$ cat src/rtl/hub_pkg.sv
// Shared definitions for the hub sink endpoint: request idle encoding,
// drop counter width and the default response entry layout.
package hub_pkg;

    // Value of the request-idle flag when the hub drives its "zero" payload.
    localparam logic HUB_REQ_IDLE = 1'b1;

    // Width of the saturating dropped-request counter.
    localparam int DROP_CNT_W = 8;

    // Default field widths matching the hub's standard configuration.
    localparam int HUB_ADDR_W = 32;
    localparam int HUB_DATA_W = 4;

    // One buffered response: truncated sum plus the originating address.
    typedef struct packed {
        logic [HUB_DATA_W-1:0] sum;
        logic [HUB_ADDR_W-1:0] addr;
    } hub_rsp_entry_t;

    // A request is present whenever the idle flag is not asserted.
    function automatic logic hub_req_valid(input logic c);
        return (c != HUB_REQ_IDLE);
    endfunction

endpackage

$ cat src/rtl/hub_fifo.sv
// Generic single-clock FIFO with wrap-bit pointers. Storage is a plain
// array without reset; the head entry is read straight from the array so
// a word written at edge N is visible at the outputs right after edge N.
module hub_fifo #(
    parameter int WIDTH = 8,
    parameter int DEPTH = 4
) (
    input  logic                       clk,
    input  logic                       rst,
    input  logic                       push,
    input  logic                       pop,
    input  logic [WIDTH-1:0]           wdata,
    output logic [WIDTH-1:0]           rdata,
    output logic                       full,
    output logic                       empty,
    output logic [$clog2(DEPTH):0]     count
);

    localparam int AW = $clog2(DEPTH);
    localparam int PW = AW + 1;

    logic [WIDTH-1:0] mem [DEPTH];

    logic [PW-1:0] wr_ptr_reg;
    logic [PW-1:0] rd_ptr_reg;
    logic [PW-1:0] count_reg;

    logic          pop_eff;
    logic          push_eff;

    // Pointers are equal when empty; full when only the wrap bits differ.
    assign empty = (wr_ptr_reg == rd_ptr_reg);
    assign full  = (wr_ptr_reg[AW] != rd_ptr_reg[AW]) &&
                   (wr_ptr_reg[AW-1:0] == rd_ptr_reg[AW-1:0]);

    // A pop of an empty FIFO is ignored; a push into a full FIFO is only
    // legal when the head leaves in the same cycle.
    assign pop_eff  = pop && !empty;
    assign push_eff = push && (!full || pop_eff);

    assign count = count_reg;
    assign rdata = mem[rd_ptr_reg[AW-1:0]];

    // Storage write; contents are deliberately left out of reset.
    always_ff @(posedge clk) begin
        if (push_eff) begin
            mem[wr_ptr_reg[AW-1:0]] <= wdata;
        end
    end

    // Pointer and occupancy tracking; pointers wrap modulo 2*DEPTH.
    always_ff @(posedge clk or posedge rst) begin
        if (rst) begin
            wr_ptr_reg <= '0;
            rd_ptr_reg <= '0;
            count_reg  <= '0;
        end else begin
            if (push_eff) begin
                wr_ptr_reg <= wr_ptr_reg + PW'(1);
            end
            if (pop_eff) begin
                rd_ptr_reg <= rd_ptr_reg + PW'(1);
            end
            unique case ({push_eff, pop_eff})
                2'b10:   count_reg <= count_reg + PW'(1);
                2'b01:   count_reg <= count_reg - PW'(1);
                default: count_reg <= count_reg;
            endcase
        end
    end

endmodule

$ cat src/rtl/hub_sink_fifo.sv
// Downstream endpoint for one master port of the alternating hub. Each
// non-idle request is turned into {a+b truncated, a}, buffered, and handed
// out on a valid/ready response port. The hub cannot be stalled, so a
// request arriving at a full FIFO that is not being popped is dropped and
// recorded in a sticky flag and a saturating counter.
module hub_sink_fifo
    import hub_pkg::*;
#(
    parameter int ADDR_WIDTH = 32,
    parameter int DATA_WIDTH = 4,
    parameter int DEPTH      = 4
) (
    input  logic                      clk,
    input  logic                      rst,
    input  logic [ADDR_WIDTH-1:0]     req_a,
    input  logic [ADDR_WIDTH-1:0]     req_b,
    input  logic                      req_c,
    output logic                      rsp_valid,
    input  logic                      rsp_ready,
    output logic [DATA_WIDTH-1:0]     rsp_data,
    output logic [ADDR_WIDTH-1:0]     rsp_addr,
    output logic [$clog2(DEPTH):0]    count,
    output logic                      overflow,
    output logic [DROP_CNT_W-1:0]     drop_cnt,
    input  logic                      clear_ovf
);

    localparam int ENTRY_W = DATA_WIDTH + ADDR_WIDTH;
    localparam int CW      = $clog2(DEPTH) + 1;

    logic [ADDR_WIDTH-1:0] sum_full;
    logic [ENTRY_W-1:0]    wr_entry;
    logic [ENTRY_W-1:0]    head_entry;

    logic                  push_req;
    logic                  pop;
    logic                  accept;
    logic                  drop;
    logic                  fifo_full;
    logic                  fifo_empty;
    logic [CW-1:0]         fifo_count;

    logic                  overflow_reg;
    logic                  overflow_next;
    logic [DROP_CNT_W-1:0] drop_cnt_reg;
    logic [DROP_CNT_W-1:0] drop_cnt_next;

    // Full-width add; only the low DATA_WIDTH bits are stored, the rest
    // (including the carry) is discarded.
    assign sum_full = req_a + req_b;
    assign wr_entry = {sum_full[DATA_WIDTH-1:0], req_a};

    generate
        if (ADDR_WIDTH > DATA_WIDTH) begin : g_sum_hi
            logic unused_sum_hi;
            assign unused_sum_hi = ^sum_full[ADDR_WIDTH-1:DATA_WIDTH];
        end
    endgenerate

    assign push_req = hub_req_valid(req_c);
    assign pop      = rsp_valid && rsp_ready;

    // A full FIFO still takes a request when the head leaves this cycle.
    assign accept = push_req && (!fifo_full || pop);
    assign drop   = push_req && fifo_full && !pop;

    hub_fifo #(
        .WIDTH (ENTRY_W),
        .DEPTH (DEPTH)
    ) u_fifo (
        .clk   (clk),
        .rst   (rst),
        .push  (accept),
        .pop   (pop),
        .wdata (wr_entry),
        .rdata (head_entry),
        .full  (fifo_full),
        .empty (fifo_empty),
        .count (fifo_count)
    );

    assign count     = fifo_count;
    assign rsp_valid = (fifo_count != '0);
    assign rsp_data  = head_entry[ENTRY_W-1:ADDR_WIDTH];
    assign rsp_addr  = head_entry[ADDR_WIDTH-1:0];

    logic unused_empty;
    assign unused_empty = fifo_empty;

    // Overflow bookkeeping: clear first, then a same-cycle drop lands on
    // top of the cleared value so the drop is never lost.
    always_comb begin
        overflow_next = overflow_reg;
        drop_cnt_next = drop_cnt_reg;
        if (clear_ovf) begin
            overflow_next = 1'b0;
            drop_cnt_next = '0;
        end
        if (drop) begin
            overflow_next = 1'b1;
            if (drop_cnt_next != {DROP_CNT_W{1'b1}}) begin
                drop_cnt_next = drop_cnt_next + DROP_CNT_W'(1);
            end
        end
    end

    // Overflow flag and drop counter registers.
    always_ff @(posedge clk or posedge rst) begin
        if (rst) begin
            overflow_reg <= 1'b0;
            drop_cnt_reg <= '0;
        end else begin
            overflow_reg <= overflow_next;
            drop_cnt_reg <= drop_cnt_next;
        end
    end

    assign overflow = overflow_reg;
    assign drop_cnt = drop_cnt_reg;

endmodule

$ cat config.mk
export PLATFORM = sky130hd
export DESIGN_NAME = hub_sink_fifo
export DESIGN_NICKNAME = d
export VERILOG_FILES = /design/src/rtl/hub_pkg.sv /design/src/rtl/hub_fifo.sv /design/src/rtl/hub_sink_fifo.sv
export SDC_FILE = /design/constraint.sdc
export NUM_CORES = 1
export LEC_CHECK = 0
export CAP_MARGIN = 0
export CORE_ASPECT_RATIO = 1.4
export CORE_MARGIN = 10
export CORE_UTILIZATION = 50
export CTS_CLUSTER_DIAMETER = 200
export DETAILED_ROUTE_END_ITERATION = 6
export GPL_TIMING_DRIVEN = 0
export PLACE_DENSITY_LB_ADDON = 0.25
export SYNTH_ARGS = -nofsm -noshare
export SYNTH_HDL_FRONTEND = slang
export SYNTH_SLANG_ARGS = --single-unit
$ cat constraint.sdc
create_clock -name clk -period 2.8 [get_ports clk]
set_input_delay 0.56 -clock clk [delete_from_list [all_inputs] [get_ports clk]]
set_output_delay 0.56 -clock clk [all_outputs]
set_load 0.02 [all_outputs]
==> impl_metrics.json <==
{
  "drive_gt1_frac": 0.213,
  "slowest_delay_ps": 560,
  "diodes": 0,
  "critPathKind": "reg2out",
  "seqCellArea_sq_um": 4770,
  "cts_buffer_depth": 2,
  "multi_input_area_sq_um": 1500,
  "globalRouteOverflowTotal": 0,
  "drtIter0Drc": 161,
  "period_minus_slack_ps": 2700,
  "power.share.combinational": 0.358,
  "syn_to_final_growth_pct": 26.9,
  "cp_top_family": "buffers and inverters",
  "synth.distinct_cells": 36,
  "syn-cell-area_sq_um": 6360,
  "end_kind": "primary output",
  "avgRoutedWirePerCell_microns": 20.7,
  "ir_worst_vdd_mv": 0.568,
  "largest_reg_flops": 144,
  "path_cells": "buf_6 > mux4_2 > clkdlybuf4s50_1",
  "drc": 0,
  "power.density_nw_per_um2": 1060,
  "cts_tree": "done",
  "clkLatencyLatePin_ps": 410,
  "dieArea_sq_um": 17700,
  "start_kind": "flip-flop",
  "setup_viol": 0,
  "final_core_util": 0.652,
  "p_seq_frac": 0.396,
  "total_power_mw": 8.56,
  "antenna_found_initial": 0,
  "grt_pass1_vias": 3462,
  "viasPerCell": 5.44,
  "finalMaxSlewViolations": 0,
  "io_pins": 118,
  "grt_pass1_wl_mm": 18.9,
  "fmax_mhz": 371,
  "netSwitchingFraction": 0.318,
  "hold_class": "reg2reg",
  "vias": 3140,
  "p_sw_mw": 2.72,
  "ys_seq_elements": 162,
  "grt_usage": 0.139,
  "cts_buffers": 17,
  "slew_headroom": 0.541,
  "worst_clock_skew_ps": 7.85,
  "rows": 48,
  "first_pass_iters": 4,
  "cts-root-buf": "clkbuf_16",
  "htree_levels": 4,
  "wirelength_mm": 11.9,
  "crit_arrival_ps": 2140,
  "layout.nets": 495,
  "critPathRequiredTime_ps": 2240,
  "core_sq_um": 12400,
  "antenna_left": 0,
  "yosysSeqAreaShare": 0.751,
  "die_x_microns": 115,
  "cts.sinks": 162,
  "crit_path_max_fanout": 10,
  "hold_viol_final": 0,
  "cts-hold-fix-buffers": 0,
  "yosysWarnings": 0,
  "start_util": 0.514,
  "final_common_cell": "edfxtp_1",
  "dieHeight_microns": 153,
  "portBuffers": 89,
  "syn_area_per_cell_sq_um": 21.1,
  "cts_setup_buffers": 0,
  "rsz0062_at_grt": "no",
  "worst-slew-pin-transition_ps": 688,
  "hpwl_mm": 7.92,
  "netlist_instances": 302,
  "slowest_stage": "clkdlybuf4s50_1",
  "mostFrequentLayoutCells": "edfxtp_1, clkdlybuf4s50_1, mux4_2, dlygate4sd2_1, dfrtp_1",
  "cap_violations": 0,
  "status": "finished clean",
  "grt_max_degree": 24,
  "hold_ws_ps": 497,
  "clockPowerShare": 0.245,
  "n_fill_cell": 862,
  "internal_power_mw": 5.84,
  "clkTransAtPathRegs_ps": 60,
  "worst-path-buf-inv": 2,
  "place.gp.congestion": 0.763,
  "post-route-period-util": 0.963,
  "syn-num-nets": 383,
  "p_leak_nw": 2.84
}
-- power by group through the flow --
stage	Combinational (mW)	Clock, mW	Sequential (mW)
floorplan	1.91	0	3.45
global placement	3.19	0	3.44
detailed placement	3.30	0	3.44
CTS	3.15	2.15	3.40
global route	3.31	2.24	3.44
finish	3.07	2.10	3.39
-- per-layer routing --
metal,wire (microns),track usage,vias to the layer above
li1,-,-,1440
met1,4740,0.156,1618
met2,6350,0.234,73
met3,708,0.0544,9
met4,150,0.0496,0
met5,0,0,-
-- cells in the mapped netlist --
cell type  number  area (sq um)
nor3_1          2          10.0
inv_1          13          48.8
nor2b_1         5          31.3
or3_4           1          11.3
mux4_2         36           811
nand3b_1        1          7.51
xor2_1          8          70.1
a2111oi_4       1          27.5
o31ai_1         2          15.0
nor4b_4         1          23.8
nor2_2          1          6.26
buf_2           4          20.0
and2_1          4          25.0
and4b_1         2          20.0
a311oi_1        1          8.76
clkbuf_1        3          11.3
xnor2_1         7          61.3
a31oi_1         3          18.8
nor2_1          7          26.3
a41oi_1         1          8.76
buf_1           1          3.75
buf_4           1          7.51
a21oi_1         5          25.0
dfrtp_1        18           450
fa_1            2          40.0
mux2i_1         1          10.0
ha_1           10           125
nand2b_1        1          6.26
nand3_1         3          15.0
edfxtp_1      144          4320
a41o_1          1          10.0
mux2_2          2          22.5
a21o_1          1          7.51
o21ai_0         3          15.0
nand2_1         5          18.8
nor4b_2         1          15.0
-- kinds of logic after synthesis --
kind of cell	synth area share
compound gates	0.0214
buf+inv	0.0144
xor+xnor	0.0207
fa+ha+maj	0.0260
flops	0.751
simple gates	0.0340
mux	0.133
-- through the flow --
| stage | cell area [sq um] | setup WS [ps] | std cells | setup TNS, ps |
|---|---|---|---|---|
| floorplan | 6360 | 175 | 302 | 0 |
| global placement | 7440 | -903 | 541 | -133050 |
| detailed placement | 7520 | -257 | 545 | -6420 |
| CTS | 8070 | 65.7 | 577 | 0 |
| global route | 8070 | 6.12 | 577 | 0 |
| finish | 8070 | 103 | 577 | 0 |
-- worst register-to-register path: cells and delay by family (launching register included) --
| kind | cells | cell delay (ps) |
|---|---|---|
| compound gates | 1 | 390 |
| xor+xnor | 2 | 300 |
| fa+ha+maj | 2 | 560 |
| buf+inv | 2 | 140 |
| flops | 1 | 430 |
| simple gates | 3 | 690 |
-- cell type report --
class	count	share of cell area
sequential	162	0.592
multi-input combinational	118	0.186
timing repair buffer	93	0.116
clock buffer	18	0.0532
tap	150	0.0233
clock inverter	14	0.0143
buffer	9	0.00992
inverter	13	0.00605
-- timing repair --
item,in CTS,in global routing
endpoints found under the setup margin,36,1
pin swaps,0,1
cloned,0,0
gates resized for setup,44,1
-- path summary, 6_finish.rpt --
| path | cells after the start | endpoint | from | slack, ps |
|---|---|---|---|---|
| worst max-delay path | 3 | rsp_data[3] | u_fifo.rd_ptr_reg[0] | 100 |
| worst min-delay path | 1 | u_fifo.wr_ptr_reg[2] | u_fifo.wr_ptr_reg[2] | 500 |
| worst max register to register | 10 | u_fifo.count[2] | u_fifo.count[0] | 200 |
| worst min register to register | 1 | u_fifo.wr_ptr_reg[2] | u_fifo.wr_ptr_reg[2] | 500 |
| max in group asynchronous | 2 | u_fifo.wr_ptr_reg[2] | rst | 1810 |
| min in group asynchronous | 2 | drop_cnt[5] | rst | 550 |
Power figures use the tool's default switching activity.
